==> src/rtl/multi_channel_valid_credit.sv <==
// Multi-channel valid/credit link: round-robin arbitration onto one forward pipe,
// per-channel receive FIFOs, and a credit-return pipe that bounds outstanding words.
module multi_channel_valid_credit #(
  parameter int DATA_WIDTH = 8,
  parameter int NUM_CH     = 2,
  parameter int VALID_FFS  = 3,
  parameter int CREDIT_FFS = 2,
  localparam int CH_DEPTH  = VALID_FFS + CREDIT_FFS + 2,
  localparam int ID_W      = (NUM_CH > 1) ? $clog2(NUM_CH) : 1,
  localparam int CNT_W     = $clog2(CH_DEPTH + 1)
) (
  input  logic                         clk,
  input  logic                         reset,
  input  logic [NUM_CH-1:0]            in_valid,
  input  logic [NUM_CH*DATA_WIDTH-1:0] in_data,
  output logic [NUM_CH-1:0]            in_ready,
  output logic [NUM_CH-1:0]            out_valid,
  output logic [NUM_CH*DATA_WIDTH-1:0] out_data,
  input  logic [NUM_CH-1:0]            out_ready,
  output logic [NUM_CH*CNT_W-1:0]      credit_cnt
);

  localparam int PTR_W = $clog2(CH_DEPTH);

  logic [CNT_W-1:0]      cnt [NUM_CH];
  logic [ID_W-1:0]       rr_ptr;
  logic [NUM_CH-1:0]     eligible;
  logic [NUM_CH-1:0]     grant;
  logic [ID_W-1:0]       grant_id;
  logic [ID_W-1:0]       idx;
  logic [DATA_WIDTH-1:0] grant_data;

  logic [VALID_FFS-1:0]  vld_p;
  logic [ID_W-1:0]       id_p   [VALID_FFS];
  logic [DATA_WIDTH-1:0] data_p [VALID_FFS];

  logic [NUM_CH-1:0]     crd_p  [CREDIT_FFS];
  logic [NUM_CH-1:0]     crd_ret;

  logic [PTR_W-1:0]      wr_ptr [NUM_CH];
  logic [PTR_W-1:0]      rd_ptr [NUM_CH];
  logic [CNT_W-1:0]      fill   [NUM_CH];
  logic [DATA_WIDTH-1:0] mem    [NUM_CH][CH_DEPTH];
  logic [NUM_CH-1:0]     push;
  logic [NUM_CH-1:0]     pop;

  function automatic logic [PTR_W-1:0] next_ptr(input logic [PTR_W-1:0] p);
    return (p == PTR_W'(CH_DEPTH - 1)) ? '0 : p + 1'b1;
  endfunction

  always_comb begin
    eligible = '0;
    for (int i = 0; i < NUM_CH; i++)
      eligible[i] = in_valid[i] && (cnt[i] < CNT_W'(CH_DEPTH)) && !reset;
  end

  // Round-robin: search begins one past the last granted channel.
  always_comb begin
    grant    = '0;
    grant_id = '0;
    idx      = '0;
    for (int k = 1; k <= NUM_CH; k++) begin
      idx = ID_W'((int'(rr_ptr) + k) % NUM_CH);
      if (grant == '0 && eligible[idx]) begin
        grant[idx] = 1'b1;
        grant_id   = idx;
      end
    end
  end

  always_comb begin
    grant_data = '0;
    for (int i = 0; i < NUM_CH; i++)
      if (grant[i]) grant_data = in_data[i*DATA_WIDTH +: DATA_WIDTH];
  end

  assign in_ready = grant;

  always_ff @(posedge clk or posedge reset) begin
    if (reset)      rr_ptr <= ID_W'(NUM_CH - 1);
    else if (|grant) rr_ptr <= grant_id;
  end

  // Forward pipe p0..p(VALID_FFS-1): advances every cycle, no stall.
  always_ff @(posedge clk or posedge reset) begin
    if (reset) begin
      vld_p <= '0;
      for (int s = 0; s < VALID_FFS; s++) begin
        id_p[s]   <= '0;
        data_p[s] <= '0;
      end
    end else begin
      vld_p[0]  <= |grant;
      id_p[0]   <= grant_id;
      data_p[0] <= grant_data;
      for (int s = 1; s < VALID_FFS; s++) begin
        vld_p[s]  <= vld_p[s-1];
        id_p[s]   <= id_p[s-1];
        data_p[s] <= data_p[s-1];
      end
    end
  end

  always_comb begin
    push = '0;
    pop  = '0;
    for (int i = 0; i < NUM_CH; i++) begin
      push[i] = vld_p[VALID_FFS-1] && (id_p[VALID_FFS-1] == ID_W'(i));
      pop[i]  = out_valid[i] && out_ready[i];
    end
  end

  // Per-channel receive FIFOs fed from the last forward stage.
  always_ff @(posedge clk or posedge reset) begin
    if (reset) begin
      for (int i = 0; i < NUM_CH; i++) begin
        wr_ptr[i] <= '0;
        rd_ptr[i] <= '0;
        fill[i]   <= '0;
      end
    end else begin
      for (int i = 0; i < NUM_CH; i++) begin
        if (push[i]) wr_ptr[i] <= next_ptr(wr_ptr[i]);
        if (pop[i])  rd_ptr[i] <= next_ptr(rd_ptr[i]);
        if (push[i] && !pop[i])      fill[i] <= fill[i] + 1'b1;
        else if (!push[i] && pop[i]) fill[i] <= fill[i] - 1'b1;
      end
    end
  end

  always_ff @(posedge clk) begin
    for (int i = 0; i < NUM_CH; i++)
      if (push[i]) mem[i][wr_ptr[i]] <= data_p[VALID_FFS-1];
  end

  always_comb begin
    out_valid  = '0;
    out_data   = '0;
    credit_cnt = '0;
    for (int i = 0; i < NUM_CH; i++) begin
      out_valid[i]                      = (fill[i] != '0);
      out_data[i*DATA_WIDTH +: DATA_WIDTH] = mem[i][rd_ptr[i]];
      credit_cnt[i*CNT_W +: CNT_W]      = cnt[i];
    end
  end

  // Credit-return pipe: one bit per channel, several may return together.
  always_ff @(posedge clk or posedge reset) begin
    if (reset) begin
      for (int s = 0; s < CREDIT_FFS; s++) crd_p[s] <= '0;
    end else begin
      crd_p[0] <= pop;
      for (int s = 1; s < CREDIT_FFS; s++) crd_p[s] <= crd_p[s-1];
    end
  end

  assign crd_ret = crd_p[CREDIT_FFS-1];

  always_ff @(posedge clk or posedge reset) begin
    if (reset) begin
      for (int i = 0; i < NUM_CH; i++) cnt[i] <= '0;
    end else begin
      for (int i = 0; i < NUM_CH; i++) begin
        if (grant[i] && !crd_ret[i])
          cnt[i] <= cnt[i] + 1'b1;
        else if (!grant[i] && crd_ret[i] && cnt[i] != '0)
          cnt[i] <= cnt[i] - 1'b1;
      end
    end
  end

  always @(posedge clk) begin
    if (!reset) begin
      for (int i = 0; i < NUM_CH; i++) begin
        assert (!(crd_ret[i] && cnt[i] == '0))
          else $error("credit returned on channel %0d with no outstanding words", i);
        assert (!(push[i] && fill[i] == CNT_W'(CH_DEPTH)))
          else $error("write into full FIFO on channel %0d", i);
      end
    end
  end

endmodule
==> config.mk <==
export PLATFORM = sky130hd
export DESIGN_NAME = multi_channel_valid_credit
export DESIGN_NICKNAME = d
export VERILOG_FILES = /design/src/rtl/multi_channel_valid_credit.sv
export SDC_FILE = /design/constraint.sdc
export NUM_CORES = 1
export LEC_CHECK = 0
export CELL_PAD_IN_SITES_DETAIL_PLACEMENT = 0
export CELL_PAD_IN_SITES_GLOBAL_PLACEMENT = 2
export CORE_ASPECT_RATIO = 1.5
export CORE_UTILIZATION = 30
export CTS_BUF_LIST = sky130_fd_sc_hd__clkbuf_2
export DETAILED_ROUTE_END_ITERATION = 8
export PLACE_DENSITY_LB_ADDON = 0.2
export SLEW_MARGIN = 10
export SYNTH_ARGS = -nofsm -noshare
export SYNTH_HDL_FRONTEND = slang
export SYNTH_SLANG_ARGS = --single-unit
export TNS_END_PERCENT = 5
==> constraint.sdc <==
create_clock -name clk -period 5.3 [get_ports clk]
set_input_delay 1.06 -clock clk [delete_from_list [all_inputs] [get_ports clk]]
set_output_delay 1.06 -clock clk [all_outputs]
set_load 0.02 [all_outputs]
-- Word level (Yosys, flattened, before mapping)
Memories as Yosys holds them, arrays and structs flattened.
Cells that the tools add are included.
- bits in registers: 59
- bits in writable memories: 112
- memories: 1
- input port bits: 22
- output and inout port bits: 26
- bitwise gates (word level): 6
- magnitude comparators: 12
- equality and inequality tests: 4
- reduce and logical (&&, ||, !) cells: 43
- multiplexer cells: 43
- add/subtract/negate cells: 14
- memory list (name ; words ; width ; read ports ; clocked after Yosys merged registers in ; wr ports ; line ; text):
    mem ; 2 ; 56 ; 2 ; 0 ; 1 ; 43 ; logic [DATA_WIDTH-1:0] mem [NUM_CH][CH_DEPTH];
- operators with widths (kind ; number):
    56-bit 2-to-1 mux ; 4
    8-bit 2-to-1 mux ; 8
    56-bit OR reduction ; 1
    8-bit binary-select mux with 3-bit select ; 2
    8-bit demux with 3-bit select ; 2
    3-bit 2-to-1 mux ; 12
    3-bit by 1-bit adder with 3-bit output, second input constant ; 8
    1-bit logical AND ; 23
    4-bit greater-or-equal comparator, second input constant ; 4
    3-bit inverter with 4-bit output ; 4
    3-bit equality test, second input constant ; 4
    3-bit nonzero test ; 4
    3-bit by 1-bit subtractor with 3-bit output, second input constant ; 4
    1-bit 2-to-1 mux ; 11
    1-bit logical NOT ; 9
    4-bit by 1-bit < comparator with 1-bit output, second input constant ; 2
    2-bit nonzero test ; 4
    3-bit < comparator, second input constant ; 2
    1-bit by 2-bit < comparator with 1-bit output, second input constant ; 2
    2-bit 2-to-1 mux ; 2
    1-bit adder, second input constant ; 2
    1-bit demux with 1-bit select ; 2
    1-bit greater-or-equal comparator, second input constant ; 2
    2-bit logical NOT ; 1
    other kinds (3) ; 3

-- Logic depth before layout (Yosys ltp)
- depth in word-level cells: 14
- depth in mapped cells: 12
- gate-level depth less buffers: 9

-- Least setup slack after synthesis
OpenSTA, ideal clock, no wires.
- kind: in2reg
- start: input reset
- end: register cnt (netlist bit credit_cnt[5])
- stages on the path: 9
- library setup time: 0.068 ns
- data required time: 5.232 ns
- data arrival time: 4.468 ns
- setup slack: 0.763 ns
- path through: inv_1 nand3_1 a21oi_4 buf_4 nand2_1 fa_1 or4_1 a21o_1 nand3_1
- word-level cells in the longest chain between the ends: 12
- ends and longest elaborated chain (item ; line ; text):
    start, declared ; 13 ; input logic reset,
    1-bit logical NOT (*) ; n/a ;
    1-bit logical AND ; 54 ; eligible[i] = in_valid[i] && (cnt[i] < CNT_W'(CH_DEPTH)) && !reset;
    1-bit 2-to-1 mux (implied by the code) (2 in a row) ; 64 ; if (grant == '0 && eligible[idx]) begin
    2-bit 2-to-1 mux ; 64 ;
    2-bit logical NOT ; 64 ;
    1-bit logical AND ; 64 ;
    2-bit 2-to-1 mux (*) ; 64 ;
    via in_ready[1] ; 16 ; output logic [NUM_CH-1:0] in_ready,
    1-bit logical NOT ; 166 ; else if (!grant[i] && crd_ret[i] && cnt[i] != '0)
    1-bit logical AND (2 in a row) ; 166 ;
    2-bit nonzero test (no source line) ; n/a ;
    end signal, assigned by index ; 165 ; cnt[i] <= cnt[i] + 1'b1;
    end signal, assigned by index ; 167 ; cnt[i] <= cnt[i] - 1'b1;
    end, declared ; 25 ; logic [CNT_W-1:0] cnt [NUM_CH];
The timed path passes the listed nets; every way through them passes the cells marked *. The select of a mux whose other input is x is not followed.
A chain may end at the register's enable or synchronous reset.

-- Final worst setup path
- start: register rd_ptr[1] in the netlist's numbering
- end: output out_data[8]
- word-level cells in the longest chain between the ends: 4
- ends and longest elaborated chain (item ; line ; text):
    start, declared ; 41 ; logic [PTR_W-1:0] rd_ptr [NUM_CH];
    start signal, assigned by index ; 124 ; if (pop[i]) rd_ptr[i] <= next_ptr(rd_ptr[i]);
    3-bit inverter with 4-bit output (implied by the code) ; 142 ; out_data[i*DATA_WIDTH +: DATA_WIDTH] = mem[i][rd_ptr[i]];
    8-bit binary-select mux with 3-bit select ; 142 ;
    8-bit 2-to-1 mux (implied by the code) (2 in a row) ; 142 ;
    end, declared ; 18 ; output logic [NUM_CH*DATA_WIDTH-1:0] out_data,
Every way passes these cells. The select of a mux whose other input is x is not followed.

==> results.md <==
* Status: complete, no violations
* R2r setup slk at around 2.8 ns
* CTS Hold Bufs at 0
* Postcts setup bufs at 0
* Syn_nets at around 460
* # resized after CTS at 0
* Overflow after GRT at 0
* IO Pins at 48
* Most frequent CP cell: a21oi_1
* # nets final at between 500 and 600
* Synth Register Bits at around 170
* CTS H-tree depth at 4
* Max stage delay cell, worst path: dfrtp_1
* CP required at between 4 and 5 ns
* FF+latch area at between 0.004 and 0.005 mm^2
* Clock latency on the worst-skew pair at between 0.7 and 0.8 ns
* Die width at roughly 120 um
* Power density over cell area at around 500 mW/mm^2
* Final period util at roughly four fifths
* Reg2Reg Depth at 9
* Final hold violations at 0
* Global-route wire length before repair at 20.9 mm
* Worst Path Buf+Inv at 1
* Worst IR drop on VDD at approximately 180 uV
* Static leakage at ~2.8 nW
* GR Util All Layers at approximately 13%
* Max stage delay on crit path at about 0.84 ns
* Vias/cell at between 4 and 5
* Post-route ant nets at 0
* Final setup vio count at 0
* Die H at roughly 180 um
* Port Buffer Count at 47
* Max transition margin at between 20 and 30%
* DPL Wire Length at between 8 and 9 mm
* Most frequent cells in the layout: edfxtp_1 (112), dfrtp_1 (58), nor2_1 (54), clkdlybuf4s50_1 (47), a21oi_1 (35)
* Die Area at about 0.023 mm^2
* CTS buffer count at 17
* CTS max path bufs at 2
* Clk slew on worst S/H paths at about 0.27 ns
* Synthesis-to-layout area growth at 15.7%
* Row cnt at 66
* CP Capture Type: primary output
* Crit path DAT at 3.25 ns
* Maxcap violations at 0
* Pin count of the biggest net entering global routing at 59
* CP Cell Sequence: nor2b_1 > a21oi_1 > a21oi_1 > clkdlybuf4s50_1
* Worst setup SP type: register
* Crit-path max FO at 22
* Clock Skews at 0.0347 ns
* Reg-to-Reg Start: credit_cnt[4]
* Vias in the first global route at 3789
* # DRC at 0
* Routed via count at between 3k and 4k
* Worst min-delay path startpoint: data_p[10]
* Core area at approximately 0.022 mm^2
* Most common cell after layout, fill and taps aside: edfxtp_1
* CP delay by family, top: flip-flops
* Mapped Area at roughly 0.0067 mm^2
* Cells after synthesis at approximately 430
* Hold Path Class: reg2reg
* Wire length after detailed routing at 12.7 mm
* Share of post-route cells with drive strength above 1 at between 10% and 20%
* Hold path depth at 0
* Post-DR wirelength/cell at 16.4 um
* Initial drt markers at ~250
* Clock root cell: clkbuf_2
* Actual slew at the worst max-slew pin at 1.05 ns
* Worst Hold Path EP: data_p[2]
* Tot Pwr at roughly 0.0039 W
* Number of distinct library cells after synthesis at 40
* Initial antenna violation count at 1
* Multi-input logic area at between 0.0015 and 0.002 mm^2
* Setup TNS at 0 ns
* Drt pass-1 iters at 6
* Avg Synthesized Cell Area at around 15 um^2
* Gpl congestion at roughly 0.70
* Fin. max-slew vios at 0
* Fill count at around 2.1k
* Sequential share of the synthesized area at between 70% and 80%
* Yosys warns at 0
* Critical path class: reg2out
* Min Clock Period, post-route at ~4.3 ns
* CTS tree: done
* Initial Utilization at a little under a third
* Unrepaired setup endpoints after global routing: no
* Maximum clock frequency at approximately 230 MHz
* R2r endpoint: credit_cnt[5]
* CTS Sinks at 171
worst max path at each step:
| stage | start | end | cells past startpoint |
|---|---|---|---|
| 2_1_floorplan | reset | credit_cnt[5] | 9 |
| 6_report | rd_ptr[1] | out_data[8] | 4 |
| 3_5_place_dp | reset | in_ready[1] | 6 |
| 4_1_cts | rd_ptr[1] | out_data[8] | 4 |
| 5_1_grt | rd_ptr[1] | out_data[8] | 4 |
| 3_3_place_gp | reset | in_ready[1] | 6 |
area by class of cell:
cell class	count	area share, %
Tap cell	272	4.42
Sequential cell	171	62.8
Clock buffer	17	1.10
Multi-Input combinational cell	230	21.8
Inverter	10	0.487
Timing Repair Buffer	57	7.08
Antenna cell	1	0.0325
Clock inverter	15	2.24
per-stage QoR:
stage                     setup WS (ns)  hold WS [ns]  std cells  instance area (um^2)  util (%)
after floorplan                   0.763         0.331        431                  6660         -
final                             0.987         0.367        773                  7710      35.5
after CTS                         0.818         0.374        772                  7700      35.5
after global placement             1.43         0.333        740                  7450      34.3
after detailed placement           1.41         0.335        740                  7450      34.3
after global routing              0.646         0.357        773                  7710      35.5
report_power, final:
group          total [W]  switching [W]  internal (W)
combinational    0.00128       0.000630      0.000647
clock           0.000729       0.000491      0.000237
sequential       0.00194       0.000299       0.00164
total            0.00395        0.00142       0.00253
sequential cells by signal, indices dropped and copies added, names as in the netlist:
register,flops
mem,112
id_p,3
crd_p,2
vld_p,3
fill,6
rr_ptr,1
data_p,24
wr_ptr,6
rd_ptr,6
crd_ret,2
credit_cnt,6
layer usage:
layer / part of all wire (%) / GRT usage, % / vias up
met5: 0 / 0 / -
met4: 1.4 / 4.77 / 0
li1: - / - / 1709
met2: 51 / 21.0 / 66
met3: 3.0 / 2.72 / 12
met1: 44 / 15.5 / 1776
Yosys cell counts, drive strengths merged:
master	number	area share, %
ha	2	0.38
a22o	8	1.1
and3	1	0.17
o22ai	2	0.19
xnor2	4	0.53
clkbuf	12	0.68
or4	1	0.11
a21o	6	0.68
edfxtp	112	50
o21a	1	0.11
nor2	54	3.0
a22oi	1	0.11
mux2	4	0.73
a2bb2oi	1	0.13
a211o	1	0.13
nor3	4	0.30
mux2i	19	2.9
dfstp	1	0.39
dfrtp	58	22
nand3	7	0.53
o21ai	15	1.1
inv	10	0.56
nor2b	3	0.28
or3	3	0.28
buf	8	0.83
mux4	16	5.4
a31oi	4	0.38
o211ai	1	0.11
nand2	19	1.1
nand2b	6	0.56
xor2	4	0.53
fa	4	1.2
a211oi	2	0.23
o21ba	1	0.15
a21oi	36	2.9
cells by family (layout without fill, tap and decap cells):
family,count (synthesis),after routing,share of synthesized area [%]
DFF,171,171,72.7
and+or+nand+nor,98,98,6.35
AOI/OAI and AO/OA,79,79,7.27
muxes,39,39,9.00
buffers and inverters,30,99,2.07
xor gates and xnor gates,8,8,1.05
adders and majority gates,6,6,1.58
other,0,1,0
No activity file was read; power rests on OpenSTA's default activity.
